`src/rtl/if_id_skid_reg_pkg.sv`:
```
// Shared fetch/decode constants: instruction/address widths, NOP encoding and boot address.
package if_id_skid_reg_pkg;

  localparam int          INST_WIDTH      = 32;
  localparam int          INST_ADDR_WIDTH = 32;
  localparam logic [31:0] NOP             = 32'h0000_0013;
  localparam logic [31:0] INI_INST_ADDR   = 32'h8000_0000;

endpackage

```
`src/rtl/if_id_skid_reg_dffl.sv`:
```
// Load-enabled flop with synchronous clear-to-default; active-low reset also
// returns the flop to its default value.
module gnrl_dffl #(
  parameter int DW = 1
) (
  input  logic          clk,
  input  logic          rst,
  input  logic          clr,
  input  logic          ld,
  input  logic [DW-1:0] dflt,
  input  logic [DW-1:0] d,
  output logic [DW-1:0] q
);

  always_ff @(posedge clk) begin
    if (!rst || clr) begin
      q <= dflt;
    end else if (ld) begin
      q <= d;
    end
  end

endmodule

```
`src/rtl/if_id_skid_reg.sv`:
```
// IF/ID pipeline register with valid/ready handshake, flush to NOP and an
// optional 2-entry skid buffer that makes in_ready a pure flop output.
module if_id_skid_reg
  import if_id_skid_reg_pkg::*;
#(
  parameter int                INST_W   = INST_WIDTH,
  parameter int                ADDR_W   = INST_ADDR_WIDTH,
  parameter logic [INST_W-1:0] NOP_INST = INST_W'(NOP),
  parameter logic [ADDR_W-1:0] RST_ADDR = ADDR_W'(INI_INST_ADDR),
  parameter bit                SKID_EN  = 1'b1
) (
  input  logic              clk,
  input  logic              rst,
  input  logic              flush,
  input  logic              in_valid,
  output logic              in_ready,
  input  logic [INST_W-1:0] in_inst,
  input  logic [ADDR_W-1:0] in_addr,
  output logic              out_valid,
  input  logic              out_ready,
  output logic [INST_W-1:0] out_inst,
  output logic [ADDR_W-1:0] out_addr
);

  logic              m_valid;
  logic [INST_W-1:0] m_inst;
  logic [ADDR_W-1:0] m_addr;
  logic              m_ld;
  logic              m_valid_d;
  logic [INST_W-1:0] m_inst_d;
  logic [ADDR_W-1:0] m_addr_d;
  logic              in_fire;
  logic              out_fire;

  assign in_fire  = in_valid & in_ready;
  assign out_fire = m_valid & out_ready;

  if (SKID_EN) begin : g_skid
    // State lives in {s_valid, m_valid}: 00 empty, 01 one entry, 11 two entries.
    logic              s_valid;
    logic [INST_W-1:0] s_inst;
    logic [ADDR_W-1:0] s_addr;
    logic              s_ld;
    logic              s_valid_d;
    logic [INST_W-1:0] s_inst_d;
    logic [ADDR_W-1:0] s_addr_d;

    assign in_ready = ~s_valid;

    always_comb begin
      m_ld      = (~m_valid & in_fire) | out_fire;
      m_valid_d = s_valid | in_fire;
      m_inst_d  = NOP_INST;
      m_addr_d  = RST_ADDR;
      if (s_valid) begin
        m_inst_d = s_inst;
        m_addr_d = s_addr;
      end else if (in_fire) begin
        m_inst_d = in_inst;
        m_addr_d = in_addr;
      end
      // Skid fills only when main is stuck; it drains into main on out_fire.
      s_ld      = (m_valid & ~s_valid & in_fire & ~out_ready) | (s_valid & out_fire);
      s_valid_d = ~s_valid;
      s_inst_d  = s_valid ? NOP_INST : in_inst;
      s_addr_d  = s_valid ? RST_ADDR : in_addr;
    end

    gnrl_dffl #(.DW(1)) u_s_valid (
      .clk(clk), .rst(rst), .clr(flush), .ld(s_ld),
      .dflt(1'b0), .d(s_valid_d), .q(s_valid)
    );
    gnrl_dffl #(.DW(INST_W)) u_s_inst (
      .clk(clk), .rst(rst), .clr(flush), .ld(s_ld),
      .dflt(NOP_INST), .d(s_inst_d), .q(s_inst)
    );
    gnrl_dffl #(.DW(ADDR_W)) u_s_addr (
      .clk(clk), .rst(rst), .clr(flush), .ld(s_ld),
      .dflt(RST_ADDR), .d(s_addr_d), .q(s_addr)
    );
  end else begin : g_single
    assign in_ready = out_ready | ~m_valid;

    always_comb begin
      m_ld      = in_fire | out_fire;
      m_valid_d = in_fire;
      m_inst_d  = in_fire ? in_inst : NOP_INST;
      m_addr_d  = in_fire ? in_addr : RST_ADDR;
    end
  end

  gnrl_dffl #(.DW(1)) u_m_valid (
    .clk(clk), .rst(rst), .clr(flush), .ld(m_ld),
    .dflt(1'b0), .d(m_valid_d), .q(m_valid)
  );
  gnrl_dffl #(.DW(INST_W)) u_m_inst (
    .clk(clk), .rst(rst), .clr(flush), .ld(m_ld),
    .dflt(NOP_INST), .d(m_inst_d), .q(m_inst)
  );
  gnrl_dffl #(.DW(ADDR_W)) u_m_addr (
    .clk(clk), .rst(rst), .clr(flush), .ld(m_ld),
    .dflt(RST_ADDR), .d(m_addr_d), .q(m_addr)
  );

  assign out_valid = m_valid;
  assign out_inst  = m_inst;
  assign out_addr  = m_addr;

endmodule
```
`config.mk`:
```
export PLATFORM = sky130hd
export DESIGN_NAME = if_id_skid_reg
export DESIGN_NICKNAME = d
export VERILOG_FILES = /design/src/rtl/if_id_skid_reg_pkg.sv /design/src/rtl/if_id_skid_reg_dffl.sv /design/src/rtl/if_id_skid_reg.sv
export SDC_FILE = /design/constraint.sdc
export NUM_CORES = 1
export LEC_CHECK = 0
export BUFFER_PORTS_ARGS = -buffer_cell sky130_fd_sc_hd__buf_4
export CAP_MARGIN = 10
export CELL_PAD_IN_SITES_DETAIL_PLACEMENT = 1
export CELL_PAD_IN_SITES_GLOBAL_PLACEMENT = 1
export CORE_MARGIN = 10
export CORE_UTILIZATION = 36
export CTS_CLUSTER_DIAMETER = 80
export DETAILED_ROUTE_END_ITERATION = 16
export PLACE_DENSITY = 0.75
export SLEW_MARGIN = 10
export SYNTH_ARGS = -nofsm -noshare
export SYNTH_HDL_FRONTEND = slang
export SYNTH_SLANG_ARGS = --single-unit
export TNS_END_PERCENT = 10
```
`constraint.sdc`:
```
create_clock -name clk -period 1.7 [get_ports clk]
set_input_delay 0.255 -clock clk [delete_from_list [all_inputs] [get_ports clk]]
set_output_delay 0.255 -clock clk [all_outputs]
set_load 0.005 [all_outputs]
```
==> results.txt, run 1 <==
----------------------------------------------------
[Cells and area]
  Combined flip-flop and latch cell area ... 0.002603 mm²
  Area occupied by multi-input gates ... 0.002220 mm²
  Fraction of the core area covered by cells at the end of the flow ... between 40% and 50%
  Most common cell after layout, fill and taps aside ... sky130_fd_sc_hd__buf_4
  Ratio of cells with drive above 1 in the final layout ... between 30% and 40%
  Commonest cells after routing, fill and taps aside ... sky130_fd_sc_hd__buf_4 (146), sky130_fd_sc_hd__dfxtp_1 (130), sky130_fd_sc_hd__o21ai_0 (65)
  Layout Area Growth over Synthesis ... 32.76%
  Post-Layout Cell Count ... 839
  Layout fillers ... 1589
  Number of nets in the layout ... 714

[Yosys]
  Post-Syn Area ... 0.005340 mm²
  Compound-gate portion of the synthesized area ... between 30% and 40%
  Share of synthesized area spent on multiplexers ... 0.7498%
  Combinational family with the most area after synthesis ... compound AO/OA/AOI/OAI gates
  Area leader, netlist ... sky130_fd_sc_hd__dfxtp_1
  Fraction of registers with async set/reset ... 0%
  Post-synthesis sequential area ratio ... 48.73%
  Count of flip-flops with a built-in enable after synthesis ... 0
  Largest cells by area after synthesis ... sky130_fd_sc_hd__dfxtp_1 (49%), sky130_fd_sc_hd__a221oi_2 (16%), sky130_fd_sc_hd__a22o_1 (9.8%)
  Post-synthesis sequential element count ... 130
  Unique cell type count in the Yosys netlist ... 28
  Mean post-synth cell area ... 10.25 µm²
  Simple-gate portion of the synthesized area ... approximately 6.5%
  Yosys synthesis warning count ... 0
  Adder-cell share of the synthesized area ... 0%
  Cells after Synth ... 521
  Fraction of synthesized cell area taken by the top area cell type ... ~50%
  Primary flip-flop cell chosen by synthesis mapping ... sky130_fd_sc_hd__dfxtp_1
  Synthesized net count ... 590
  Synth Area in XOR/XNOR ... 0%

[Floorplan]
  Area of the die ... 0.02011 mm²
  Die X-Extent ... 141.8 µm
  Core Rows ... 44
  DIE HEIGHT ... 141.8 µm
  Starting density of the core ... between 30 and 40%
  CORE AREA ... approximately 0.015 mm²
  IO Pins ... 135

[Critical path]
  Reg-to-Reg End ... u_m_inst.q[12]
  Sort of element at the end of the critical path ... register
  Logic depth of the worst register-to-register path ... 4
  Minimum setup slack among reg-to-reg paths ... 130 ps
  Endpoint required time on the critical path ... 2010 ps
  Launch point of the worst reg-to-reg path ... u_m_valid.q
  Arrival time worst endpoint ... 1890 ps
  Slowest library cell on the worst path ... sky130_fd_sc_hd__or3b_4
  Largest delay share family, worst path ... simple AND/OR/NAND/NOR gates
  Delay of the slowest critical-path stage ... 420 ps
  Cell-by-cell trace of the critical path ... or3b_4 -> and2_4 -> buf_12 -> a221oi_1
  Crit path buffers/inverters ... 1
  Worst setup path category ... register to register
  Setup crit start kind ... register
  Top fanout value on the critical path ... 24

[Job]
  Max capacitance violation total ... 0

[Place]
  Count of placed standard cells including taps ... between 800 and 900
  DPL Wire Length ... approximately 11 mm
  Final weighted congestion in routability-driven placement ... 0.7853
  Port Buffer Count ... 134

[Detailed routing]
  Total DRC errors in the routed layout ... 0
  Final WL ... 16.41 mm
  Antenna Violating Nets Remaining ... 0
  Initial detailed-routing violation count ... 235
  Length of the first detailed-routing pass in iterations ... 4
  Via total after detailed routing ... 4553
  Wire length per cell ... 19.56 µm
  Vias per inst ... 5.427

[CTS]
  Max Buffers Root-to-Sink ... 2
  CTS tree ... done
  CTS clk-pin slew, worst paths ... approximately 50 ps
  CTS hold repair buffers ... 0
  Number of clock sinks ... 130
  H-Tree Level Count ... 4
  Latest clock arrival within the worst-skew pair ... 420 ps
  Clock root cell ... sky130_fd_sc_hd__clkbuf_16
  TritonCTS buffer count ... 17

[Global routing]
  Total track usage ... 16.38%
  Number of global-route vias before repair ... 5038
  Pin count of the biggest net entering global routing ... 37
  Antenna violations before repair ... 0
  First-pass GRT wire length ... 26.50 mm
  Grt ovf ... 0

[Worst hold path]
  Terminating pin of the worst hold path ... g_skid.u_s_addr.q[19]
  Hold path startpoint ... in_addr[19]
  Count of cells along the worst hold path ... 2
  Class of the most critical hold timing path ... input port to register

[Timing]
  Post-route clock period utilization ... 92.62%
  Final-report hold violation count ... 0
  Setup repair after global routing missed its margin ... false
  Tightest Pin Transition ... 360.8 ps
  Maximum achievable frequency ... between 0.6 and 0.7 GHz
  Slew Limit Headroom ... between 70% and 80%
  Final setup skew ... 7.556 ps
  Setup-violating endpoint count in the final report ... 0
  Setup tns final ... 0 ps
  Tmin final ... 1575 ps
  Slew Viols, Final ... 0

[Power]
  Static leakage ... 2.816 nW
  Power Density ... about 1000 mW/mm²
  Worst vdd ir ... approximately 0.00063 V

[Status]
  Run status ... complete, no violations

----------------------------------------------------
## flip-flops by register name, summed over array words and instances (netlist names)
register,cells
u_m_addr.q,32
g_skid.u_s_valid.q,1
g_skid.u_s_inst.q,32
g_skid.u_s_addr.q,32
u_m_inst.q,32
u_m_valid.q,1
## cell families after synthesis
logic type,Yosys count
AOI/OAI and AO/OA,196
buffers and inverters,111
DFF,130
muxes,4
and+or+nand+nor,80
## power breakdown
part	internal, W	switching (W)	total [W]
sequential	0.00313	0.0000485	0.00318
clock	0.00212	0.00127	0.00339
combinational	0.000356	0.000439	0.000795
total	0.00560	0.00176	0.00736
## worst register-to-register path, cell delays in order, from the launching register on
cell and delay, ps:
sky130_fd_sc_hd__dfxtp_1 310, sky130_fd_sc_hd__or3b_4 420, sky130_fd_sc_hd__and2_4 230, sky130_fd_sc_hd__buf_12 200, sky130_fd_sc_hd__a221oi_1 320
## metal layers
| metal | track usage [%] | vias to the layer above | part of all wire [%] |
|---|---|---|---|
| met5 | 0 | - | 0 |
| met4 | 5.917 | 0 | 1.5 |
| met3 | 6.208 | 21 | 7.0 |
| met2 | 27.04 | 130 | 48 |
| met1 | 18.89 | 2281 | 43 |
| li1 | - | 2121 | - |
## cell usage after synthesis (all sizes together), types with 2 or more instances
master,count
a31oi,4
o21ai,65
mux2i,4
inv,61
a21oi,2
clkbuf,27
a221oi,60
nand2b,4
nor2,2
nand2,64
buf,22
dfxtp,130
o22a,4
nand3,2
and3,2
a22o,60
## layout make-up
| class | instances | share of cell area (%) |
|---|---|---|
| Inverter | 62 | 3.336 |
| Antenna cell | 1 | 0.03530 |
| Sequential cell | 130 | 36.71 |
| Multi-Input combinational cell | 280 | 31.31 |
| Tap cell | 184 | 3.247 |
| Clock buffer | 22 | 6.830 |
| Timing Repair Buffer | 154 | 17.72 |
| Clock inverter | 6 | 0.8119 |
## what timing repair did
| item | 4_1_cts | 5_1_grt |
|---|---|---|
| endpoints found under the setup margin | 0 | 1 |
| buffers inserted | 0 | 0 |
| resized for setup | 0 | 1 |
## stage by stage
stage	hold slack, ps	cell area (µm²)	power (W)	worst slack [ps]
2_1_floorplan	380.7	5340	0.003663	105.3
3_3_place_gp	451.6	6541	0.004015	150.1
5_1_grt	49.38	7087	0.007661	3.732
4_1_cts	40.51	7083	0.007436	35.67
6_report	57.46	7089	0.007362	125.4
3_5_place_dp	456.1	6541	0.004040	100.8
## how the worst max path moves through the flow
stage	cells after the start	end	start	slack (ps)
2_1_floorplan	6	u_m_inst.q[31]	u_m_valid.q	110
3_3_place_gp	5	u_m_inst.q[10]	in_valid	150
3_5_place_dp	5	u_m_inst.q[13]	in_valid	100
4_1_cts	3	in_ready	g_skid.u_s_valid.q	40
5_1_grt	4	u_m_inst.q[10]	u_m_valid.q	4
6_report	4	u_m_inst.q[12]	u_m_valid.q	130
(Power assumes the default switching activity.)
==> inputs of run 2 (changes only) <==
==> constraint.sdc (replaced) <==
create_clock -name clk -period 1.7 [get_ports clk]
set_input_delay 0 -clock clk [delete_from_list [all_inputs] [get_ports clk]]
set_output_delay 0 -clock clk [all_outputs]
set_load 0.005 [all_outputs]
==> run 2 against run 1 <==
Effect of this change:
- clock skew grew 3.1 ps
- clock power grew 1%
- non-clock buffer count grew 63
- final area grew 8.9%
- combinational power grew 15%
- total power grew 2.2%
- critical endpoint is now u_m_inst.q[10]
==> results.txt, run 2 (synthesized netlist as in run 1, its figures left out) <==
----------------------------------------------------
[Timing]
  Setup tns final ... 0 ps (unchanged)
  Slew Limit Headroom ... 69.58% (-6.3 points)
  Setup-violating endpoint count in the final report ... 0 (unchanged)
  Final setup skew ... 10.62 ps (+3.061 ps)
  Slew Viols, Final ... 0 (unchanged)
  Setup repair after global routing missed its margin ... false
  Tightest Pin Transition ... 456.3 ps (+95.51 ps)
  Maximum achievable frequency ... 0.6324 GHz (-0.43%)
  Tmin final ... 1581 ps (+6.731 ps)
  Final-report hold violation count ... 0 (unchanged)
  Post-route clock period utilization ... 93.02% (+0.40 points)

[Power]
  Pwr Total ... 0.007524 W (+2.2%)
  Switching power total ... 0.001781 W (+1.1%)
  Static leakage ... 3.079 nW (+9.3%)
  Sequential group share of total power ... 42.2% (-0.9 points)
  Combinational power share ... 12.1% (+1.3 points)
  Power Density ... 974.1 mW/mm² (-6.2%)
  Worst vdd ir ... 0.0007196 V (+14%)
  Clock network fraction of design power ... 45.7% (-0.4 points)
  Sw Ratio ... 23.67% (-0.25 points)
  Cell internal power dissipation ... 0.005743 W (+2.5%)

[Floorplan]
  IO Pins ... 135 (unchanged)
  Area of the die ... 0.02011 mm² (unchanged)
  CORE AREA ... 0.01453 mm² (unchanged)
  Core Rows ... 44 (unchanged)
  Die X-Extent ... 141.8 µm (unchanged)
  DIE HEIGHT ... 141.8 µm (unchanged)
  Starting density of the core ... 36.74% (unchanged)

[Cells and area]
  Post-Layout Cell Count ... 904 (+7.7%)
  Commonest cells after routing, fill and taps aside ... sky130_fd_sc_hd__buf_4 (145), sky130_fd_sc_hd__dfxtp_1 (130), sky130_fd_sc_hd__o21ai_0 (65), sky130_fd_sc_hd__dlygate4sd3_1 (65), sky130_fd_sc_hd__nand2_1 (64)
  Fraction of the core area covered by cells at the end of the flow ... 53.14% (+4.4 points)
  Most common cell after layout, fill and taps aside ... sky130_fd_sc_hd__buf_4
  Number of nets in the layout ... 777 (+8.8%)
  Layout Area Growth over Synthesis ... 44.63%
  Ratio of cells with drive above 1 in the final layout ... 33.70% (-3.8 points)
  Layout fillers ... 1591 (+0.13%)

[Detailed routing]
  Vias per inst ... 5.198 (-4.2%)
  Antenna Violating Nets Remaining ... 0 (unchanged)
  Length of the first detailed-routing pass in iterations ... 4 (unchanged)
  Final WL ... 17.23 mm (+5.0%)
  Initial detailed-routing violation count ... 254 (+8.1%)
  Via total after detailed routing ... 4699 (+3.2%)
  Total DRC errors in the routed layout ... 0 (unchanged)
  Wire length per cell ... 19.06 µm (-2.6%)

[Critical path]
  Launch point of the worst reg-to-reg path ... u_m_valid.q
  Setup crit start kind ... register
  Logic depth of the worst register-to-register path ... 4 (unchanged)
  Arrival time worst endpoint ... 1900 ps (about the same)
  Sort of element at the end of the critical path ... register
  Reg-to-Reg End ... u_m_inst.q[10]
  Worst setup path category ... register to register
  Endpoint required time on the critical path ... 2020 ps (about the same)
  Minimum setup slack among reg-to-reg paths ... 120 ps (about the same)
  Top fanout value on the critical path ... 30 (+25%)

[Place]
  Port Buffer Count ... 134 (unchanged)
  Final weighted congestion in routability-driven placement ... 0.7572 (-3.6%)
  DPL Wire Length ... 11.08 mm (-2.8%)
  Count of placed standard cells including taps ... 808 (-0.25%)

[Worst hold path]
  Count of cells along the worst hold path ... 3 (+1)
  Class of the most critical hold timing path ... input port to register
  Hold path startpoint ... rst
  Terminating pin of the worst hold path ... u_m_valid.q

[Global routing]
  Antenna violations before repair ... 1 (+1)
  Pin count of the biggest net entering global routing ... 41 (+11%)
  Number of global-route vias before repair ... 5173 (+2.7%)
  Grt ovf ... 0 (unchanged)
  Total track usage ... 17.01% (+0.63 points)
  First-pass GRT wire length ... 27.72 mm (+4.6%)

[Status]
  Run status ... complete, no violations

[CTS]
  Clock root cell ... sky130_fd_sc_hd__clkbuf_16
  TritonCTS buffer count ... 17 (unchanged)
  CTS clk-pin slew, worst paths ... 50 ps (about the same)
  Latest clock arrival within the worst-skew pair ... 420 ps (about the same)
  CTS tree ... done
  Number of clock sinks ... 130 (unchanged)
  Max Buffers Root-to-Sink ... 2 (unchanged)
  Buffer count from post-CTS setup fixing ... 0 (unchanged)
  H-Tree Level Count ... 4 (unchanged)

[Job]
  Max capacitance violation total ... 0 (unchanged)

----------------------------------------------------
## run 2: per-layer routing
metal / up-vias / GRT usage, % / routed length (µm)
met3: 21 / 5.741 / 1084
met1: 2300 / 19.80 / 7479
li1: 2252 / - / -
met4: 0 / 5.272 / 238
met5: - / 0 / 0
met2: 126 / 28.75 / 8426
## run 2: timing repair
item	in CTS	in global routing
hold buffers	65	0
gates resized for setup	0	0
endpoints found under the setup margin	0	0
hold endpoints to repair	124	0
## run 2: power groups by stage
stage                     logic, W  clock network, W  registers [W]
after floorplan           0.000432                 0        0.00323
after global placement    0.000768                 0        0.00324
after detailed placement  0.000790                 0        0.00324
after CTS                 0.000915           0.00349        0.00318
after global routing      0.000992           0.00363        0.00318
final                     0.000911           0.00344        0.00318
## run 2: critical path, cell delays in order (launching register included)
cell and delay [ps]:
sky130_fd_sc_hd__dfxtp_1 310, sky130_fd_sc_hd__or3b_4 420, sky130_fd_sc_hd__and2_4 220, sky130_fd_sc_hd__buf_12 210
sky130_fd_sc_hd__a221oi_1 310
## run 2: metrics by stage
stage	worst slack (ps)	hold slack, ps	cell area [µm²]
5_1_grt	19.16	42.07	7719
3_5_place_dp	120.8	227.3	6514
4_1_cts	113.8	13.62	7719
3_3_place_gp	170.5	221.1	6514
6_report	118.7	34.32	7724
2_1_floorplan	105.3	125.7	5340
## run 2: worst max-delay path by stage
stage / from / to / slack, ps / cells past startpoint
2_1_floorplan: u_m_valid.q / u_m_inst.q[31] / 110 / 6
3_3_place_gp: u_m_valid.q / u_m_inst.q[10] / 170 / 4
3_5_place_dp: u_m_valid.q / u_m_inst.q[10] / 120 / 4
4_1_cts: u_m_valid.q / u_m_inst.q[10] / 110 / 4
5_1_grt: u_m_valid.q / u_m_inst.q[10] / 20 / 4
6_report: u_m_valid.q / u_m_inst.q[10] / 120 / 4
## run 2: final cells by class
class / count / area, µm² / area share, %
diodes: 2 / 5.005 / 0.06480
clock buffers: 24 / 501.7 / 6.496
clock inverters: 5 / 52.55 / 0.6804
inverters: 62 / 232.7 / 3.013
multi-input cells: 280 / 2220 / 28.74
flip-flops and latches: 130 / 2603 / 33.70
well taps: 184 / 230.2 / 2.981
repair buffers: 217 / 1879 / 24.33
==> inputs of run 3 (changes only) <==
--- a/config.mk
+++ b/config.mk
@@ -7,13 +7,11 @@
 export LEC_CHECK = 0
 export BUFFER_PORTS_ARGS = -buffer_cell sky130_fd_sc_hd__buf_4
 export CAP_MARGIN = 10
-export CELL_PAD_IN_SITES_DETAIL_PLACEMENT = 1
-export CELL_PAD_IN_SITES_GLOBAL_PLACEMENT = 1
 export CORE_MARGIN = 10
-export CORE_UTILIZATION = 36
+export CORE_UTILIZATION = 48
 export CTS_CLUSTER_DIAMETER = 80
 export DETAILED_ROUTE_END_ITERATION = 16
-export PLACE_DENSITY = 0.75
+export PLACE_DENSITY = 0.76
 export SLEW_MARGIN = 10
 export SYNTH_ARGS = -nofsm -noshare
 export SYNTH_HDL_FRONTEND = slang
==> run 3 against run 2 <==
Effect of this change:
- combinational power is 1% lower
- first-iteration DRC count increased by 73%
- count of clock-buffer cells in the layout fell by 6
- worst setup slack worse by 24 ps
- critical endpoint is now u_m_addr.q[26]
==> results.txt, run 3 (synthesized netlist as in run 1, its figures left out) <==
----------------------------------------------------
[Timing]
  Setup repair after global routing missed its margin ... false
  Tightest Pin Transition ... 456.6 ps (+0.3190 ps)
  Maximum achievable frequency ... 0.6227 GHz (-1.5%)
  Slew Limit Headroom ... 69.56% (about the same)
  Post-route clock period utilization ... 94.46% (+1.4 points)
  Setup tns final ... 0 ps (unchanged)
  Slew Viols, Final ... 0 (unchanged)
  Tmin final ... 1606 ps (+24.44 ps)
  Final setup skew ... 8.586 ps (-2.031 ps)
  Setup WS post-layout ... 94.21 ps (-24.44 ps)
  Setup-violating endpoint count in the final report ... 0 (unchanged)
  Final-report hold violation count ... 0 (unchanged)

[Power]
  Sw Ratio ... 24.96% (+1.3 points)
  Sequential group share of total power ... 41.9% (-0.3 points)
  Cell internal power dissipation ... 0.005675 W (-1.2%)
  Combinational power share ... 11.9% (-0.2 points)
  Clock network fraction of design power ... 46.2% (+0.5 points)
  Static leakage ... 3.085 nW (+0.20%)
  Power Density ... 982.3 mW/mm² (+0.84%)
  Switching power total ... 0.001888 W (+6.0%)
  Worst vdd ir ... 0.0006776 V (-5.8%)

[Detailed routing]
  Total DRC errors in the routed layout ... 0 (unchanged)
  Vias per inst ... 5.487 (+5.6%)
  Length of the first detailed-routing pass in iterations ... 7 (+3)
  Via total after detailed routing ... 4741 (+0.89%)
  Initial detailed-routing violation count ... 440 (+73%)
  Wire length per cell ... 17.83 µm (-6.4%)
  Final WL ... 15.41 mm (-11%)
  Antenna Violating Nets Remaining ... 0 (unchanged)

[CTS]
  Latest clock arrival within the worst-skew pair ... 490 ps (+70 ps)
  Buffer count from post-CTS setup fixing ... 0 (unchanged)
  H-Tree Level Count ... 4 (unchanged)
  Clock root cell ... sky130_fd_sc_hd__clkbuf_8
  Max Buffers Root-to-Sink ... 2 (unchanged)
  CTS clk-pin slew, worst paths ... 60 ps (about the same)
  CTS tree ... done
  TritonCTS buffer count ... 17 (unchanged)
  Number of clock sinks ... 130 (unchanged)

[Floorplan]
  Die X-Extent ... 125.5 µm (-12%)
  Core Rows ... 38 (-14%)
  Starting density of the core ... 49.05% (+12 points)
  IO Pins ... 135 (unchanged)
  CORE AREA ... 0.01089 mm² (-25%)
  DIE HEIGHT ... 125.5 µm (-12%)
  Area of the die ... 0.01574 mm² (-22%)

[Global routing]
  Pin count of the biggest net entering global routing ... 44 (+7.3%)
  Total track usage ... 18.64% (+1.6 points)
  Number of global-route vias before repair ... 4973 (-3.9%)
  Antenna violations before repair ... 0 (-1)
  Grt ovf ... 0 (unchanged)
  First-pass GRT wire length ... 24.81 mm (-11%)

[Critical path]
  Worst setup path category ... register to register
  Endpoint required time on the critical path ... 2100 ps (+80 ps)
  Minimum setup slack among reg-to-reg paths ... 90 ps (-20 ps)
  Sort of element at the end of the critical path ... register
  Arrival time worst endpoint ... 2000 ps (+100 ps)
  Cell-by-cell trace of the critical path ... or3b_4 -> and2_4 -> buf_12 -> a221oi_2
  Largest delay share family, worst path ... simple AND/OR/NAND/NOR gates
  Delay of the slowest critical-path stage ... 420 ps (about the same)
  Top fanout value on the critical path ... 29 (-3.3%)
  Setup crit start kind ... register
  Slowest library cell on the worst path ... sky130_fd_sc_hd__or3b_4
  Crit path buffers/inverters ... 1 (unchanged)

[Cells and area]
  Commonest cells after routing, fill and taps aside ... sky130_fd_sc_hd__buf_4 (146), sky130_fd_sc_hd__dfxtp_1 (130), sky130_fd_sc_hd__dlygate4sd3_1 (68)
  Fraction of the core area covered by cells at the end of the flow ... 70.71% (+18 points)
  Layout Area Growth over Synthesis ... 44.17%
  Layout fillers ... 764 (-52%)
  Inserted Diodes ... 0 (-2)
  Most common cell after layout, fill and taps aside ... sky130_fd_sc_hd__buf_4
  Ratio of cells with drive above 1 in the final layout ... 33.98% (+0.27 points)
  Number of nets in the layout ... 780 (+0.39%)

[Place]
  Port Buffer Count ... 134 (unchanged)
  DPL Wire Length ... 9.869 mm (-11%)
  Final weighted congestion in routability-driven placement ... 0.7568 (about the same)
  Place WS ... 139.4 ps (+18.58 ps)

[Worst hold path]
  Class of the most critical hold timing path ... input port to register

[Status]
  Run status ... complete, no violations

[Job]
  Max capacitance violation total ... 0 (unchanged)

----------------------------------------------------
[run 3: per-stage QoR]
step | hold WS, ps | power (W) | area [µm²] | instances
3_5_place_dp | 225.4 | 0.004004 | 6446 | 764
3_3_place_gp | 221.9 | 0.003978 | 6446 | 764
4_1_cts | 240.9 | 0.007591 | 7699 | 864
2_1_floorplan | 125.7 | 0.003663 | 5340 | 521
6_report | 264.6 | 0.007562 | 7699 | 864
5_1_grt | 255.6 | 0.007833 | 7699 | 864
[run 3: worst min-delay path: cells and delay by family]
kind / cells / cell delay, ps
compound gates: 1 / 110
buf+inv: 2 / 630
[run 3: final timing paths]
check | startpoint | end | cells past startpoint
min | in_inst[15] | g_skid.u_s_inst.q[15] | 3
max | u_m_valid.q | u_m_addr.q[26] | 4
min reg2reg | u_m_inst.q[21] | u_m_inst.q[21] | 2
max reg2reg | u_m_valid.q | u_m_addr.q[26] | 4
[run 3: cell type report]
cell class                      count  area (µm²)  share of cell area [%]
Clock inverter                     14       153.9                   1.999
Sequential cell                   130        2603                   33.80
Multi-Input combinational cell    280        2220                   28.83
Tap cell                          140       175.2                   2.275
Timing Repair Buffer              220        1897                   24.64
Clock buffer                       18       417.9                   5.428
Inverter                           62       232.7                   3.023
[run 3: power groups by stage]
| stage | Sequential [W] | Clock, W | Combinational, W |
|---|---|---|---|
| floorplan | 0.00323 | 0 | 0.000432 |
| global placement | 0.00323 | 0 | 0.000746 |
| detailed placement | 0.00323 | 0 | 0.000770 |
| CTS | 0.00317 | 0.00352 | 0.000898 |
| global route | 0.00317 | 0.00368 | 0.000975 |
| finish | 0.00317 | 0.00349 | 0.000901 |
[run 3: metal layers]
layer | wire length (µm) | share of wire (%) | GRT usage [%]
met1 | 6437 | 42 | 22.41
met4 | 96 | 0.62 | 4.472
met2 | 7799 | 51 | 31.74
met5 | 0 | 0 | 0
met3 | 1075 | 7.0 | 5.661
[run 3: repair_timing]
item	CTS	global route
hold buffers	68	0
resized for setup	0	0
endpoints found under the hold margin	130	0
